`config.mk`:
```
export PLATFORM = sky130hd
export DESIGN_NAME = sent_slow_channel_decoder
export DESIGN_NICKNAME = d
export VERILOG_FILES = /design/src/rtl/sent_pkg.sv /design/src/rtl/sent_serial_crc.sv /design/src/rtl/sent_slow_channel_decoder.sv
export SDC_FILE = /design/constraint.sdc
export NUM_CORES = 1
export LEC_CHECK = 0
export CORE_ASPECT_RATIO = 1.1
export CORE_UTILIZATION = 45
export CTS_CLUSTER_SIZE = 24
export DETAILED_ROUTE_END_ITERATION = 12
export PLACE_DENSITY = 0.7
export SLEW_MARGIN = 5
export SYNTH_ARGS = -nofsm -noshare
export SYNTH_HDL_FRONTEND = slang
export SYNTH_SLANG_ARGS = --single-unit
```
`constraint.sdc`:
```
create_clock -name clk_rx -period 4.8 [get_ports clk_rx]
set_clock_uncertainty 0.05 [all_clocks]
set_input_delay 0.72 -clock clk_rx [delete_from_list [all_inputs] [get_ports clk_rx]]
set_output_delay 0.72 -clock clk_rx [all_outputs]
set_load 0.05 [all_outputs]
```
`src/rtl/sent_pkg.sv`:
```
// Shared types and constants for the SENT slow-channel decoder.
package sent_pkg;

  typedef enum logic {HUNT = 1'b0, COLLECT = 1'b1} state_t;

  localparam logic [4:0] ENH_FRAMES    = 5'd18;
  localparam logic [4:0] SER_FRAMES    = 5'd16;
  localparam logic [4:0] ENH_ZERO_FIRST = 5'd7;
  localparam logic [4:0] ENH_ZERO_MID  = 5'd13;
  localparam logic [4:0] ENH_ZERO_END  = 5'd18;
  localparam logic [4:0] SER_CRC_LAST  = 5'd12;
  localparam logic [2:0] ONES_SAT      = 3'd6;

  // x^6+x^4+x^3+1 and x^4+x^3+x^2+1, leading term implicit
  localparam logic [5:0] ENH_CRC_POLY     = 6'h19;
  localparam logic [3:0] SER_CRC_POLY     = 4'hD;
  localparam logic [5:0] DEF_ENH_CRC_SEED = 6'h15;
  localparam logic [3:0] DEF_SER_CRC_SEED = 4'h5;

endpackage

```
`src/rtl/sent_serial_crc.sv`:
```
// One MSB-first bit-serial CRC update step, purely combinational.
module sent_serial_crc #(
  parameter int              WIDTH = 6,
  parameter logic [WIDTH-1:0] POLY = '0
) (
  input  logic [WIDTH-1:0] crc_in,
  input  logic             bit_in,
  output logic [WIDTH-1:0] crc_out
);

  logic fb;

  assign fb      = crc_in[WIDTH-1] ^ bit_in;
  assign crc_out = {crc_in[WIDTH-2:0], 1'b0} ^ (fb ? POLY : '0);

endmodule

```
`src/rtl/sent_slow_channel_decoder.sv`:
```
// Assembles SENT short / enhanced serial messages from per-frame status nibbles,
// checks the slow-channel CRC and publishes the last good ID / data / config.
module sent_slow_channel_decoder
  import sent_pkg::*;
#(
  parameter logic [5:0] ENH_CRC_SEED = DEF_ENH_CRC_SEED,
  parameter logic [3:0] SER_CRC_SEED = DEF_SER_CRC_SEED
) (
  input  logic        clk_rx,
  input  logic        reset_rx,
  input  logic        channel_format,
  input  logic        frame_valid,
  input  logic        frame_crc_ok,
  input  logic [3:0]  status_nibble,
  output logic [7:0]  id_received,
  output logic [15:0] data_received,
  output logic        config_received,
  output logic        msg_valid,
  output logic        msg_crc_err,
  output logic        sync_lost
);

  state_t      state_q, state_d;
  logic [4:0]  idx_q, idx_d, idx_inc;
  logic [2:0]  ones_q, ones_d;
  logic [5:0]  hist_q, hist_d;
  logic [14:0] b2_sr_q, b2_sr_d;
  logic [10:0] b3_sr_q, b3_sr_d;
  logic [5:0]  crc_enh_q, crc_enh_d, enh_base, enh_mid, enh_next;
  logic [3:0]  crc_ser_q, crc_ser_d, ser_base, ser_next;
  logic        fmt_q;
  logic [7:0]  id_d;
  logic [15:0] data_d;
  logic        cfg_d, valid_d, crc_err_d, lost_d, restart;
  logic        b3, b2;
  logic [11:0] enh_b2_full, enh_b3_full;
  logic [15:0] ser_full;
  logic        unused_bits;

  assign b3          = status_nibble[3];
  assign b2          = status_nibble[2];
  assign idx_inc     = idx_q + 5'd1;
  assign enh_b2_full = {b2_sr_q[10:0], b2};
  assign enh_b3_full = {b3_sr_q, b3};
  assign ser_full    = {b2_sr_q, b2};
  assign unused_bits = &{1'b0, status_nibble[1:0], enh_b3_full[11], enh_b3_full[5], enh_b3_full[0]};

  // Enhanced CRC absorbs two bits per frame: b2 first, then b3.
  assign enh_base = (state_q == COLLECT) ? crc_enh_q : ENH_CRC_SEED;
  assign ser_base = b3 ? SER_CRC_SEED : crc_ser_q;

  sent_serial_crc #(.WIDTH(6), .POLY(ENH_CRC_POLY)) u_enh_b2 (
    .crc_in(enh_base), .bit_in(b2), .crc_out(enh_mid));
  sent_serial_crc #(.WIDTH(6), .POLY(ENH_CRC_POLY)) u_enh_b3 (
    .crc_in(enh_mid), .bit_in(b3), .crc_out(enh_next));
  sent_serial_crc #(.WIDTH(4), .POLY(SER_CRC_POLY)) u_ser (
    .crc_in(ser_base), .bit_in(b2), .crc_out(ser_next));

  always_ff @(posedge clk_rx or negedge reset_rx) begin
    if (!reset_rx) begin
      state_q         <= HUNT;
      idx_q           <= '0;
      ones_q          <= '0;
      hist_q          <= '0;
      b2_sr_q         <= '0;
      b3_sr_q         <= '0;
      crc_enh_q       <= '0;
      crc_ser_q       <= '0;
      fmt_q           <= 1'b0;
      id_received     <= '0;
      data_received   <= '0;
      config_received <= 1'b0;
      msg_valid       <= 1'b0;
      msg_crc_err     <= 1'b0;
      sync_lost       <= 1'b0;
    end else begin
      state_q         <= state_d;
      idx_q           <= idx_d;
      ones_q          <= ones_d;
      hist_q          <= hist_d;
      b2_sr_q         <= b2_sr_d;
      b3_sr_q         <= b3_sr_d;
      crc_enh_q       <= crc_enh_d;
      crc_ser_q       <= crc_ser_d;
      fmt_q           <= channel_format;
      id_received     <= id_d;
      data_received   <= data_d;
      config_received <= cfg_d;
      msg_valid       <= valid_d;
      msg_crc_err     <= crc_err_d;
      sync_lost       <= lost_d;
    end
  end

  always_comb begin
    state_d   = state_q;
    idx_d     = idx_q;
    ones_d    = ones_q;
    hist_d    = hist_q;
    b2_sr_d   = b2_sr_q;
    b3_sr_d   = b3_sr_q;
    crc_enh_d = crc_enh_q;
    crc_ser_d = crc_ser_q;
    id_d      = id_received;
    data_d    = data_received;
    cfg_d     = config_received;
    valid_d   = 1'b0;
    crc_err_d = 1'b0;
    lost_d    = 1'b0;
    restart   = 1'b0;

    if (channel_format != fmt_q) begin
      restart = 1'b1;
      lost_d  = (state_q == COLLECT);
    end else if (frame_valid && !frame_crc_ok) begin
      restart = 1'b1;
      lost_d  = (state_q == COLLECT);
    end else if (frame_valid && channel_format) begin
      if (state_q == HUNT) begin
        if (b3) begin
          ones_d = (ones_q == ONES_SAT) ? ONES_SAT : ones_q + 3'd1;
          hist_d = {hist_q[4:0], b2};
        end else if (ones_q == ONES_SAT) begin
          state_d   = COLLECT;
          idx_d     = ENH_ZERO_FIRST;
          ones_d    = '0;
          crc_enh_d = enh_next;
          b2_sr_d   = {14'b0, b2};
          b3_sr_d   = {10'b0, b3};
        end else begin
          ones_d = '0;
          hist_d = {hist_q[4:0], b2};
        end
      end else if (b3 && (idx_inc == ENH_ZERO_MID || idx_inc == ENH_ZERO_END)) begin
        // A one in a zero slot may be the start of the next preamble.
        state_d = HUNT;
        idx_d   = '0;
        ones_d  = 3'd1;
        hist_d  = {5'b0, b2};
        lost_d  = 1'b1;
      end else begin
        idx_d     = idx_inc;
        crc_enh_d = enh_next;
        b2_sr_d   = {b2_sr_q[13:0], b2};
        b3_sr_d   = {b3_sr_q[9:0], b3};
        if (idx_inc == ENH_FRAMES) begin
          state_d = HUNT;
          idx_d   = '0;
          ones_d  = '0;
          if (enh_next == hist_q) begin
            valid_d = 1'b1;
            cfg_d   = enh_b3_full[10];
            if (enh_b3_full[10]) begin
              id_d   = {4'h0, enh_b3_full[9:6]};
              data_d = {enh_b3_full[4:1], enh_b2_full};
            end else begin
              id_d   = {enh_b3_full[9:6], enh_b3_full[4:1]};
              data_d = {4'h0, enh_b2_full};
            end
          end else begin
            crc_err_d = 1'b1;
          end
        end
      end
    end else if (frame_valid) begin
      if (b3) begin
        // Frame-1 marker: start (or restart) a short message with this frame.
        state_d   = COLLECT;
        idx_d     = 5'd1;
        b2_sr_d   = {14'b0, b2};
        crc_ser_d = ser_next;
        lost_d    = (state_q == COLLECT);
      end else if (state_q == COLLECT) begin
        idx_d   = idx_inc;
        b2_sr_d = {b2_sr_q[13:0], b2};
        if (idx_inc <= SER_CRC_LAST)
          crc_ser_d = ser_next;
        if (idx_inc == SER_FRAMES) begin
          state_d = HUNT;
          idx_d   = '0;
          if (crc_ser_q == ser_full[3:0]) begin
            valid_d = 1'b1;
            id_d    = {4'h0, ser_full[15:12]};
            data_d  = {8'h00, ser_full[11:4]};
            cfg_d   = 1'b0;
          end else begin
            crc_err_d = 1'b1;
          end
        end
      end
    end

    if (restart) begin
      state_d   = HUNT;
      idx_d     = '0;
      ones_d    = '0;
      hist_d    = '0;
      b2_sr_d   = '0;
      b3_sr_d   = '0;
      crc_enh_d = '0;
      crc_ser_d = '0;
    end
  end

endmodule

```
After elaboration in Yosys (flattened, before gate mapping)
Index checks and enable logic that the tools add are counted.
{ "classes": {"add_sub_neg": 2, "order_cmp": 1, "eq_ne": 22, "muxes": 148, "bitwise_logic": 8, "reduce_logical": 23} }
{ "ops": {"columns": ["op", "count"], "rows": [
  ["$mux W16", 11],
  ["$mux W15", 11],
  ["$mux W6", 17],
  ["$mux W8", 11],
  ["$mux W10", 8],
  ["$mux W5", 15],
  ["$mux W1", 56],
  ["$mux W4", 10],
  ["$mux W3", 9],
  ["$reduce_and A6 Y1", 3],
  ["$ne A4 B4 Y1 const B", 3],
  ["$reduce_bool A3 Y1", 4],
  ["$xor A6 B6 Y6", 2],
  ["$eq A5 B5 Y1 const B", 2],
  ["$reduce_and A10 Y1", 1],
  ["$reduce_bool A2 Y1", 5],
  ["$ne A2 B2 Y1 const B", 4],
  ["$reduce_and A7 Y1", 1],
  ["$eq A6 B6 Y1", 1],
  ["$ne A2 B1 Y1 const B", 3],
  ["$ne A3 B1 Y1 const B", 2],
  ["$add A5 B1 Y5 const B", 1],
  ["$eq A5 B4 Y1 const B", 1],
  ["$le A5 B4 Y1 const B", 1],
  ["other kinds (17)", 22]
]} }
{ "word_totals": {"reg_bits": 79, "input_bits": 9, "output_inout_bits": 28} }

Longest topological paths before layout
{ "depth": {"word_depth": 15, "mapped_depth": 10, "depth_no_buf": 8} }

By module
Synthesis repeated with hierarchy kept, for this count alone.
{ "hier_totals": {"cells_unflattened": 398, "area_unflattened_um2": 4271.6} }
{ "modules_own_cells": {"columns": ["module", "instances", "cells_per_inst", "area_each_um2", "seq_area_each_um2"], "rows": [
  ["sent_slow_channel_decoder", 1, 379, 4027.6, 1976.9],
  ["sent_serial_crc at u_enh_b2 ...", 2, 7, 86.3, 0.0],
  ["sent_serial_crc at u_ser", 1, 5, 71.3, 0.0]
]} }

Least setup slack after synthesis
No wires, ideal clock.
{ "synth_timing": {"path_kind": "in2reg", "from": "input status_nibble[2]", "to": "register data_received[1]", "setup_time_ns": 0.125, "t_arrival_ns": 2.673, "t_required_ns": 4.625, "setup_slack_ns": 1.952, "cell_stages": 9, "path_buffers": 3, "path_cell_list": "buf_4 xnor2_1 xnor2_1 xnor2_1 or3_1 o41a_1 buf_6 buf_8 mux2_4"} }
{ "synth_between": {"elab_chain_cells": 7} }
{ "synth_lines": {"columns": ["element", "line", "rtl"], "rows": [
  ["from (decl)", "sent_slow_channel_decoder.sv:14", "input logic [3:0] status_nibble,"],
  ["$xor A1 B1 Y1", "sent_serial_crc.sv:13", "assign fb = crc_in[WIDTH-1] ^ bit_in;"],
  ["$mux W5", "sent_serial_crc.sv:14", "assign crc_out = {crc_in[WIDTH-2:0], 1'b0} ^ (fb ? POLY : '0);"],
  ["$xor A6 B6 Y6 (2 in series)", "sent_serial_crc.sv:14", null],
  ["$eq A6 B6 Y1", "sent_slow_channel_decoder.sv:150", "if (enh_next == hist_q) begin"],
  ["$ne A2 B1 Y1 (no source line)", null, null],
  ["$reduce_and A10 Y1 (no source line) (*)", null, null],
  ["to (signal assigned)", "sent_slow_channel_decoder.sv:87", "data_received <= data_d;"],
  ["to (decl)", "sent_slow_channel_decoder.sv:16", "output logic [15:0] data_received,"]
]} }
Every way passes the cells marked *; elsewhere a longest branch is shown, timed or not.
A chain may end at the register's enable or synchronous reset.

Worst setup path after layout
{ "layout_timing": {"from": "input frame_valid", "to": "register b2_sr_q[12]"} }
{ "layout_between": {"elab_chain_cells": 5} }
{ "layout_lines": {"columns": ["element", "line", "rtl"], "rows": [
  ["from (decl)", "sent_slow_channel_decoder.sv:12", "input logic frame_valid,"],
  ["$logic_and A1 B1 Y1 (on tied branches)", "sent_slow_channel_decoder.sv:115, sent_slow_channel_decoder.sv:118", null],
  ["$mux W1 or $mux W15 (tied branches)", "sent_slow_channel_decoder.sv:115, sent_slow_channel_decoder.sv:118", null],
  ["$mux W1 or $mux W15 (tied branches)", "sent_slow_channel_decoder.sv:112, sent_slow_channel_decoder.sv:115", null],
  ["$ne A4 B4 Y1 (no source line), or another cell as far along", null, null],
  ["$reduce_and A7 Y1 (no source line) or $mux W15 (tied branches)", null, null],
  ["to (signal assigned)", "sent_slow_channel_decoder.sv:81", "b2_sr_q <= b2_sr_d;"],
  ["to (decl)", "sent_slow_channel_decoder.sv:27", "logic [14:0] b2_sr_q, b2_sr_d;"]
]} }
Parallel ways exist; a longest one is shown, timed or not. The select of a mux whose other input is x is not followed.

==> impl_metrics.py <==
metrics = {
    "layout": {
        "nets": 499,
        "syn2layout_area_growth_pct": 13.70,
        "diodes": 0,
        "layout_commonest_cell": "nand2_1",
        "fin_util_pct": 52.94,
        "layout_common_cells": "nand2_1, dfrtp_1, o21ai_0",
        "drive_gt1_share_pct": 9.202,
        "stdcell_area_um2": 4975,
    },
    "worst_setup_path": {
        "setup.worst_path.end_class": "register",
        "critical_path.max_fanout": 30,
        "crit_path_start_kind": "input port",
        "cp.buffers_inverters": 2,
        "max_stage_delay_ns": 0.85,
        "required_ns": 4.96,
        "arrival_ns": 3.39,
        "worstSetupPathType": "in -> reg",
        "cp_top_family": "compound AO/OA/AOI/OAI gates",
        "critical-path-slowest-cell": "o21ai_1",
        "cp_cell_sequence": "clkdlybuf4s50_1 -> inv_1 -> o21ai_1 -> nor2_1 -> a41o_1 -> nand2_1 -> o21ai_0",
    },
    "clock_network": {
        "clockRootBuffer": "clkbuf_8",
        "numCtsBuffers": 9,
        "cts_tree": "built",
        "clkTransAtPathRegs_ns": 0.08,
        "cts_setup_buffers": 0,
        "clockBufferDepth": 2,
        "htree_levels": 3,
        "cts_resized": 0,
        "cts_num_sinks": 79,
        "hold_buffers": 0,
        "clk_latency_ns": 0.37,
    },
    "synth": {
        "yosys_warnings": 0,
        "synth_top_family_by_area": "simple AND/OR/NAND/NOR gates",
        "synth_xor_xnor_area_share_pct": 5.262,
        "yosys_most_used_dff": "dfrtp_1",
        "syn-cell-area_um2": 4375,
        "muxShareOfSynthArea_pct": 6.977,
        "avgSynthCellArea_um2": 9.389,
        "async_reset_ff_share_pct": 100.0,
        "synth_area_leader_cell": "dfrtp_1",
        "synthAdderAreaFrac_pct": 1.430,
        "yosys.area.top_type_share_pct": 45.18,
        "yosys.area_share.simple_pct": 18.44,
        "synth_edf_count": 0,
        "synth_compound_area_share_pct": 18.16,
        "netlist_instances": 466,
        "synth_area_leaders": "dfrtp_1, nand2_1, a22o_1, o21ai_0, xnor2_1",
        "seq_area_frac_synth_pct": 45.18,
        "yosysUniqueCellTypes": 66,
        "synth_seq_cells": 79,
        "synth_fp_nets": 480,
    },
    "floorplanning": {
        "boundaryPins": 37,
        "fp-row-count": 37,
        "core_area_um2": 9398,
        "start_util_pct": 46.56,
        "fp.dieArea_um2": 10120,
        "die_w_um": 96.02,
        "die_h_um": 105.4,
    },
    "global_route": {
        "grt_overflow": 0,
        "track_usage_pct": 20.68,
        "grt_pass1_vias": 3327,
        "grt_antenna_before_repair": 0,
        "grt_max_degree": 80,
        "grt_pass1_wl_um": 16170,
    },
    "placement": {
        "dp_hpwl_um": 6510,
        "routabilityCongestion": 0.9199,
        "post_dp_cell_area_um2": 4755,
        "numPortBuffers": 34,
    },
    "detailed_routing": {
        "wl_met1_um": 4375,
        "drtAntennaViolNets": 0,
        "vias": 3472,
        "wl_um": 9548,
        "drc_errors": 0,
        "wl_met2_um": 4594,
        "drtIter0Drc": 214,
        "vias_per_cell": 5.729,
        "met3_length_um": 391,
        "drt_pass1_iterations": 4,
        "routedWlPerCell_um": 15.76,
        "top_layer_used": "met4",
    },
    "sta": {
        "setup_viol": 0,
        "period_needed_ns": 3.231,
        "finalHoldViolations": 0,
        "maxSlewViolCount": 0,
        "timing.fmax_ghz": 0.3095,
        "relSlewSlack_pct": 28.03,
        "worstMarginPinSlew_ns": 1.072,
        "rsz0062_at_grt": "no",
        "fin_hold_ws_ns": 0.4426,
        "fin_crit_sh_pct": 67.32,
        "tns_ns": 0,
    },
    "power_and_ir_drop": {
        "swShare_pct": 28.48,
        "ir_worst_vdd_mv": 0.1443,
        "comb_power_share_pct": 15.0,
        "p_per_area_nw_per_um2": 299.1,
        "p_int_w": 0.001064,
        "p_switching_w": 0.0004238,
        "p_seq_share_pct": 47.6,
        "p_clk_share_pct": 37.3,
        "power_leakage_nw": 2.150,
    },
    "outcome": {
        "status": "finished, final reports clean",
    },
    "flow_run": {
        "cap_violations": 0,
    },
    "worst_hold_path": {
        "hold_path_class": "reg -> reg",
    },
}
[power by group through the flow]
stage	Clock (W)	Sequential (W)	Combinational, W
after global routing	0.000594	0.000712	0.000250
after detailed placement	0	0.000722	0.000223
after CTS	0.000570	0.000708	0.000224
after global placement	0	0.000720	0.000219
after floorplan	0	0.000718	0.000161
final	0.000556	0.000709	0.000224
[kinds of logic (layout without fill, tap and decap cells)]
logic type | Yosys count | after routing
flip-flops | 79 | 79
AO/OA/AOI/OAI | 115 | 115
buffers and inverters | 44 | 67
AND/OR/NAND/NOR | 174 | 174
adder cells (fa/ha/maj) | 5 | 5
XOR/XNOR | 23 | 23
multiplexers | 26 | 26
[stage by stage]
| stage | setup slack (ns) | power [W] | instances |
|---|---|---|---|
| after detailed placement | 1.222 | 0.0009450 | 591 |
| after global placement | 1.239 | 0.0009396 | 591 |
| after CTS | 1.601 | 0.001502 | 606 |
| after floorplan | 1.952 | 0.0008789 | 466 |
| final | 1.569 | 0.001488 | 606 |
| after global routing | 1.297 | 0.001556 | 606 |
[flip-flops by register name (all words and copies together) (netlist names)]
register and flops:
msg_valid 1, b2_sr_q 15, fmt_q 1, crc_enh_q 6, idx_q 5, ones_q 3, state_q 1, hist_q 6
msg_crc_err 1, crc_ser_q 4, sync_lost 1, config_received 1, id_received 8, b3_sr_q 10, data_received 16
[path summary, 6_finish.rpt]
path	endpoint	slack, ns	start	cells after the start
max in group asynchronous	b2_sr_q[8]	3.59	reset_rx	1
min in group asynchronous	data_received[5]	0.45	reset_rx	1
min reg2reg	config_received	0.44	config_received	1
min	config_received	0.44	config_received	1
max	b2_sr_q[12]	1.57	frame_valid	7
max reg2reg	b2_sr_q[8]	1.66	idx_q[0]	6
[routing by layer]
metal / global-route usage, % / vias to the layer above
li1: - / 1688
met1: 28.23 / 1686
met2: 31.56 / 83
met3: 2.814 / 15
met4: 10.87 / 0
met5: 0 / -
[area by class of cell]
cell class	instances	area, um^2
fill	855	4423
tap	117	146.4
sequential	79	1977
clock inverter	5	82.58
inverter	11	41.29
multi-input combinational	343	2200
clock buffer	10	137.6
timing repair buffer	41	390.4
[cell usage after synthesis (3+ instances only)]
master	n
dfrtp_1	79
ha_1	5
a21oi_1	16
inv_1	10
a22o_1	22
nand3_1	7
nor2b_1	7
nand2_1	85
buf_2	3
a211oi_1	3
clkbuf_1	20
mux2_2	8
mux2_4	7
xor2_1	3
buf_1	6
nor4_1	3
o21a_1	3
o21ai_0	34
and3_1	3
a22oi_1	3
and2_1	3
nor3_1	13
or3_1	5
xnor2_1	18
a21o_1	4
nor2_1	32
mux2i_1	11
o31ai_1	5
Power figures use the tool's default switching activity.
